### src/rtl/barrett_precompute.sv
// Sequential Barrett setup: from modulus m, finds bit length k and floor(4^k / m)
// using a priority encoder and a one-bit-per-clock restoring divider.
module barrett_precompute #(
  parameter int BITWIDTH = 32
) (
  input  logic                  clk,
  input  logic                  rst_n,
  input  logic                  start,
  input  logic [BITWIDTH-1:0]   modulus,
  output logic                  busy,
  output logic                  done,
  output logic                  error,
  output logic [BITWIDTH-1:0]   R,
  output logic [BITWIDTH+1:0]   constant
);
  localparam int CW = $clog2(2*BITWIDTH+1);

  typedef enum logic [1:0] {IDLE, NORM, DIV, FIN} state_t;

  state_t                state_q, state_d;
  logic [BITWIDTH-1:0]   m_q, m_d;
  logic [BITWIDTH:0]     rem_q, rem_d;
  logic [BITWIDTH+1:0]   quo_q, quo_d;
  logic [CW-1:0]         cnt_q, cnt_d;
  logic [BITWIDTH-1:0]   r_q, r_d;
  logic [BITWIDTH+1:0]   const_q, const_d;
  logic                  err_q, err_d;

  logic [BITWIDTH-1:0]   k;
  logic [CW-1:0]         two_k, two_k_r;
  logic [BITWIDTH:0]     rem_sh, rem_nx;
  logic [BITWIDTH+1:0]   quo_nx;
  logic                  ge;

  always_comb begin
    k = '0;
    for (int b = 0; b < BITWIDTH; b++)
      if (m_q[b]) k = BITWIDTH'(b + 1);
  end

  assign two_k   = CW'({k, 1'b0});
  assign two_k_r = CW'({r_q, 1'b0});

  // The dividend 2^(2k) contributes a single 1 on the first DIV iteration.
  assign rem_sh = (BITWIDTH+1)'({rem_q, (cnt_q == two_k_r)});
  assign ge     = rem_sh >= {1'b0, m_q};
  assign rem_nx = ge ? (rem_sh - {1'b0, m_q}) : rem_sh;
  assign quo_nx = (BITWIDTH+2)'({quo_q, ge});

  always_comb begin
    state_d = state_q;
    m_d     = m_q;
    rem_d   = rem_q;
    quo_d   = quo_q;
    cnt_d   = cnt_q;
    r_d     = r_q;
    const_d = const_q;
    err_d   = err_q;
    case (state_q)
      IDLE: begin
        if (start) begin
          m_d     = modulus;
          state_d = NORM;
        end
      end
      NORM: begin
        if (m_q == '0) begin
          err_d   = 1'b1;
          r_d     = '0;
          const_d = '0;
          state_d = FIN;
        end else begin
          err_d   = 1'b0;
          r_d     = k;
          rem_d   = '0;
          quo_d   = '0;
          cnt_d   = two_k;
          state_d = DIV;
        end
      end
      DIV: begin
        rem_d = rem_nx;
        quo_d = quo_nx;
        if (cnt_q == '0) begin
          // Load the final quotient on the way out so it is already valid with done.
          const_d = quo_nx;
          state_d = FIN;
        end else begin
          cnt_d = cnt_q - 1'b1;
        end
      end
      FIN:     state_d = IDLE;
      default: state_d = IDLE;
    endcase
  end

  always_ff @(posedge clk or negedge rst_n) begin
    if (!rst_n) begin
      state_q <= IDLE;
      m_q     <= '0;
      rem_q   <= '0;
      quo_q   <= '0;
      cnt_q   <= '0;
      r_q     <= '0;
      const_q <= '0;
      err_q   <= 1'b0;
    end else begin
      state_q <= state_d;
      m_q     <= m_d;
      rem_q   <= rem_d;
      quo_q   <= quo_d;
      cnt_q   <= cnt_d;
      r_q     <= r_d;
      const_q <= const_d;
      err_q   <= err_d;
    end
  end

  assign busy     = (state_q != IDLE);
  assign done     = (state_q == FIN);
  assign error    = err_q;
  assign R        = r_q;
  assign constant = const_q;
endmodule

### config.mk
export PLATFORM = sky130hd
export DESIGN_NAME = barrett_precompute
export DESIGN_NICKNAME = d
export VERILOG_FILES = /design/src/rtl/barrett_precompute.sv
export SDC_FILE = /design/constraint.sdc
export NUM_CORES = 1
export LEC_CHECK = 0
export ABC_AREA = 1
export CORE_ASPECT_RATIO = 1.75
export CORE_MARGIN = 3
export CORE_UTILIZATION = 50
export DETAILED_ROUTE_END_ITERATION = 6
export PLACE_DENSITY = 0.73
export SKIP_LAST_GASP = 1
export SLEW_MARGIN = 5
export SYNTH_ARGS = -nofsm -noshare
export SYNTH_HDL_FRONTEND = slang
export SYNTH_SLANG_ARGS = --single-unit
### constraint.sdc
create_clock -name clk -period 3.62 [get_ports clk]
set_input_delay 1.086 -clock clk [delete_from_list [all_inputs] [get_ports clk]]
set_output_delay 1.086 -clock clk [all_outputs]
set_load 0.05 [all_outputs]
==> key figures <==
Power
  – Combinational share of power: 0.426
  – Seq pwr share: 0.306
  – Int Pwr: 3.79 mW
  – Clk pwr share: 0.267
  – Pleak: 4.76 nW
  – NetSw: 3.07 mW
  – Peak VDD IR: 0.361 mV
  – Pwr dens: 678 nW/um^2
  – Switching share of power: 0.447

Synthesis
  – Synth Cell Area: 8300 sq um
  – Synth top area cells: dfrtp_1 (44%), nand2_1 (14%), o21ai_0 (5.9%)
  – Number of flops mapped to enable cells by yosys: 0
  – Post-Syn Instances: 1036
  – #FFs+latches synth: 147
  – Synth top area share: 0.443
  – Top cells by count, synth: nand2_1 (309), dfrtp_1 (147), o21ai_0 (98)
  – Top FF cell, synth: dfrtp_1
  – Syn_area_per_cell: 8.01 sq um
  – Seq/Total Area, Yosys: 0.443
  – Most frequent cell after synthesis: nand2_1
  – FFs w/ async S/R, synth: 1.00
  – Synth cell types: 46
  – Largest area contributor in the netlist: dfrtp_1
  – Warnings, synthesis: 0

Setup path
  – Worst Setup End Kind: flip-flop
  – Crit path cell chain: inv_2 > o22ai_2 > a221oi_2 > nand4_1 > ha_2 > nor2_2 > nor2_2 > o21ai_2 > a21oi_2 > o21bai_2 > nand3_2 > nand2_4 > nand4_1 > o211ai_2 > nand2_2 > o211ai_2 > a21boi_2 > or2_4 > nand2_8 > buf_12 > buf_8 > nand2_1 > o211ai_1 > nand2_1
  – Critical path arrival: 3.89 ns
  – Slowest CP cell: dfrtp_1
  – Largest stage delay on the critical path: 0.41 ns
  – Crit-path max FO: 9
  – Worst Path Required: 3.93 ns
  – CP Launch Type: flip-flop
  – Critical path class: reg -> reg

Routing
  – Iter 0 DRT Violations: 367
  – Routed wire per std cell: 15.7 um
  – Via density: 5.37
  – Drt drc: 0
  – Drt pass-1 iters: 7
  – DR vias: 7329
  – Routed WL: 21.5 mm
  – DRT antenna net count: 0

STA
  – Post-route setup TNS: 0 ns
  – Max transition margin: 0.474
  – Setup Skew: 0.0100 ns
  – Fin. max-slew vios: 0
  – Period utilization: 0.989
  – Final Hold Viols: 0
  – Fin Hold WS: 0.480 ns
  – Final min period: 3.58 ns
  – Slew @ Worst Pin: 0.786 ns
  – # setup viols final: 0
  – Max Freq: 279 MHz

Global routing
  – Vias in the first global route: 7254
  – Pin count of the biggest net entering global routing: 64
  – Overflow after GRT: 0
  – GRT Resource Usage Total: 0.239
  – Global-route wire length before repair: 34.4 mm
  – Initial antenna violation count: 0

Floorplan
  – Core area: 16100 sq um
  – Number of core rows: 61
  – Initial core utilization: 0.515
  – IO Pins: 104
  – Die X: 103 um
  – DIE AREA: 18200 sq um
  – Die height: 176 um

Placed design
  – IO Port Bufs: 77
  – Area after DPL: 9250 sq um
  – Gpl congestion: 0.945
  – Final HPWL DP: 15.3 mm

Status
  – Outcome: finished, final reports clean

Layout
  – Layout area overhead: 21.9%
  – Layout net count: 1207
  – Multi-input logic area: 4100 sq um
  – Finished Cell Area: 10100 sq um
  – ANT cells: 0
  – Share of cells above drive strength 1: 0.103
  – # fillers: 1394
  – Register area: 3680 sq um

Clocking
  – TritonCTS clock tree: built
  – Hold Buf Count CTS: 0
  – Root buf cell: clkbuf_16
  – H-tree levels: 4
  – Latest clock arrival within the worst-skew pair: 0.43 ns
  – Max clock buf depth: 2
  – Sink Count: 147
  – Clk slew on worst S/H paths: 0.06 ns
  – Total CTS buffers: 17

Flow run
  – Max-Cap Viols: 0

Min path
  – Hold crit path type: reg -> reg
## registers in the layout, indices dropped and copies added, names as in the netlist
register,count
R,6
constant,34
quo_q,33
error,1
rem_q,32
m_q,32
state_q,2
cnt_q,7
## cells in the final DEF, fill, tap and decap left out, types with 8 or more instances in the layout
master	instances
o21ai_0	98
buf_4	31
inv_1	77
nand4_1	8
o211ai_1	30
conb_1	26
xnor2_1	19
nand2_1	307
a21oi_1	72
dfrtp_1	147
nor2_1	68
ha_1	38
clkbuf_16	18
clkdlybuf4s50_1	76
xor2_1	10
nand3_1	22
## what timing repair did
| action | 4_1_cts | 5_1_grt |
|---|---|---|
| gates resized for setup | 1 | 22 |
| pin swaps | 1 | 13 |
| buffers inserted | 1 | 19 |
| cloned | 0 | 2 |
| endpoints found under the setup margin | 1 | 33 |
## layer usage
metal,share of wire,track usage
met1,0.37,0.260
met2,0.55,0.438
met4,0.047,0.115
met5,0,0
met3,0.037,0.0348
## kinds of logic (layout without fill, tap and decap cells)
group / Yosys count / in the layout / synth area share
AO/OA/AOI/OAI: 241 / 241 / 0.170
AND/OR/NAND/NOR: 431 / 432 / 0.210
multiplexers: 1 / 1 / 0.00136
other: 1 / 26 / 0.000452
flip-flops: 147 / 147 / 0.443
XOR/XNOR: 29 / 29 / 0.0306
buffers and inverters: 146 / 229 / 0.0836
adder cells (fa/ha/maj): 40 / 40 / 0.0612
## cell type report
cell class / count / area share
clock buffers: 17 / 0.0421
clock inverters: 15 / 0.0184
inverters: 82 / 0.0304
multi-input cells: 769 / 0.406
flip-flops and latches: 147 / 0.364
well taps: 220 / 0.0272
repair buffers: 115 / 0.113
## power groups by stage
stage / combinational (mW) / clock (mW) / sequential [mW]
6_report: 2.92 / 1.83 / 2.10
3_5_place_dp: 2.81 / 0 / 2.12
4_1_cts: 2.86 / 1.85 / 2.09
2_1_floorplan: 1.95 / 0 / 2.18
5_1_grt: 3.26 / 1.93 / 2.13
3_3_place_gp: 2.79 / 0 / 2.11
## worst max-delay path, delay by kind of cell, from the launching register on
kind                     cells  cell delay (ns)
AO/OA/AOI/OAI                9             1.08
buffers and inverters        3             0.39
AND/OR/NAND/NOR             11             1.32
adder cells (fa/ha/maj)      1             0.27
flip-flops                   1             0.41
## path summary, 6_finish.rpt
check / slack (ns) / cells after the start / endpoint / startpoint
min in group asynchronous: 0.63 / 1 / state_q[1] / rst_n
min: 0.48 / 2 / constant[26] / constant[26]
max reg2reg: 0.04 / 24 / rem_q[9] / cnt_q[4]
min reg2reg: 0.48 / 2 / constant[26] / constant[26]
max: 0.04 / 24 / rem_q[9] / cnt_q[4]
max in group asynchronous: 2.26 / 2 / constant[20] / rst_n
## metrics by stage
step	utilization	instances	setup slack (ns)	total power, mW
4_1_cts	0.613	1344	0.00259	6.80
3_3_place_gp	0.574	1311	0.151	4.90
5_1_grt	0.628	1365	-0.117	7.32
2_1_floorplan	-	1061	0.0678	4.13
6_report	0.628	1365	0.0394	6.86
3_5_place_dp	0.574	1311	0.0727	4.93
Note: power is estimated with default switching activity, not from simulation.
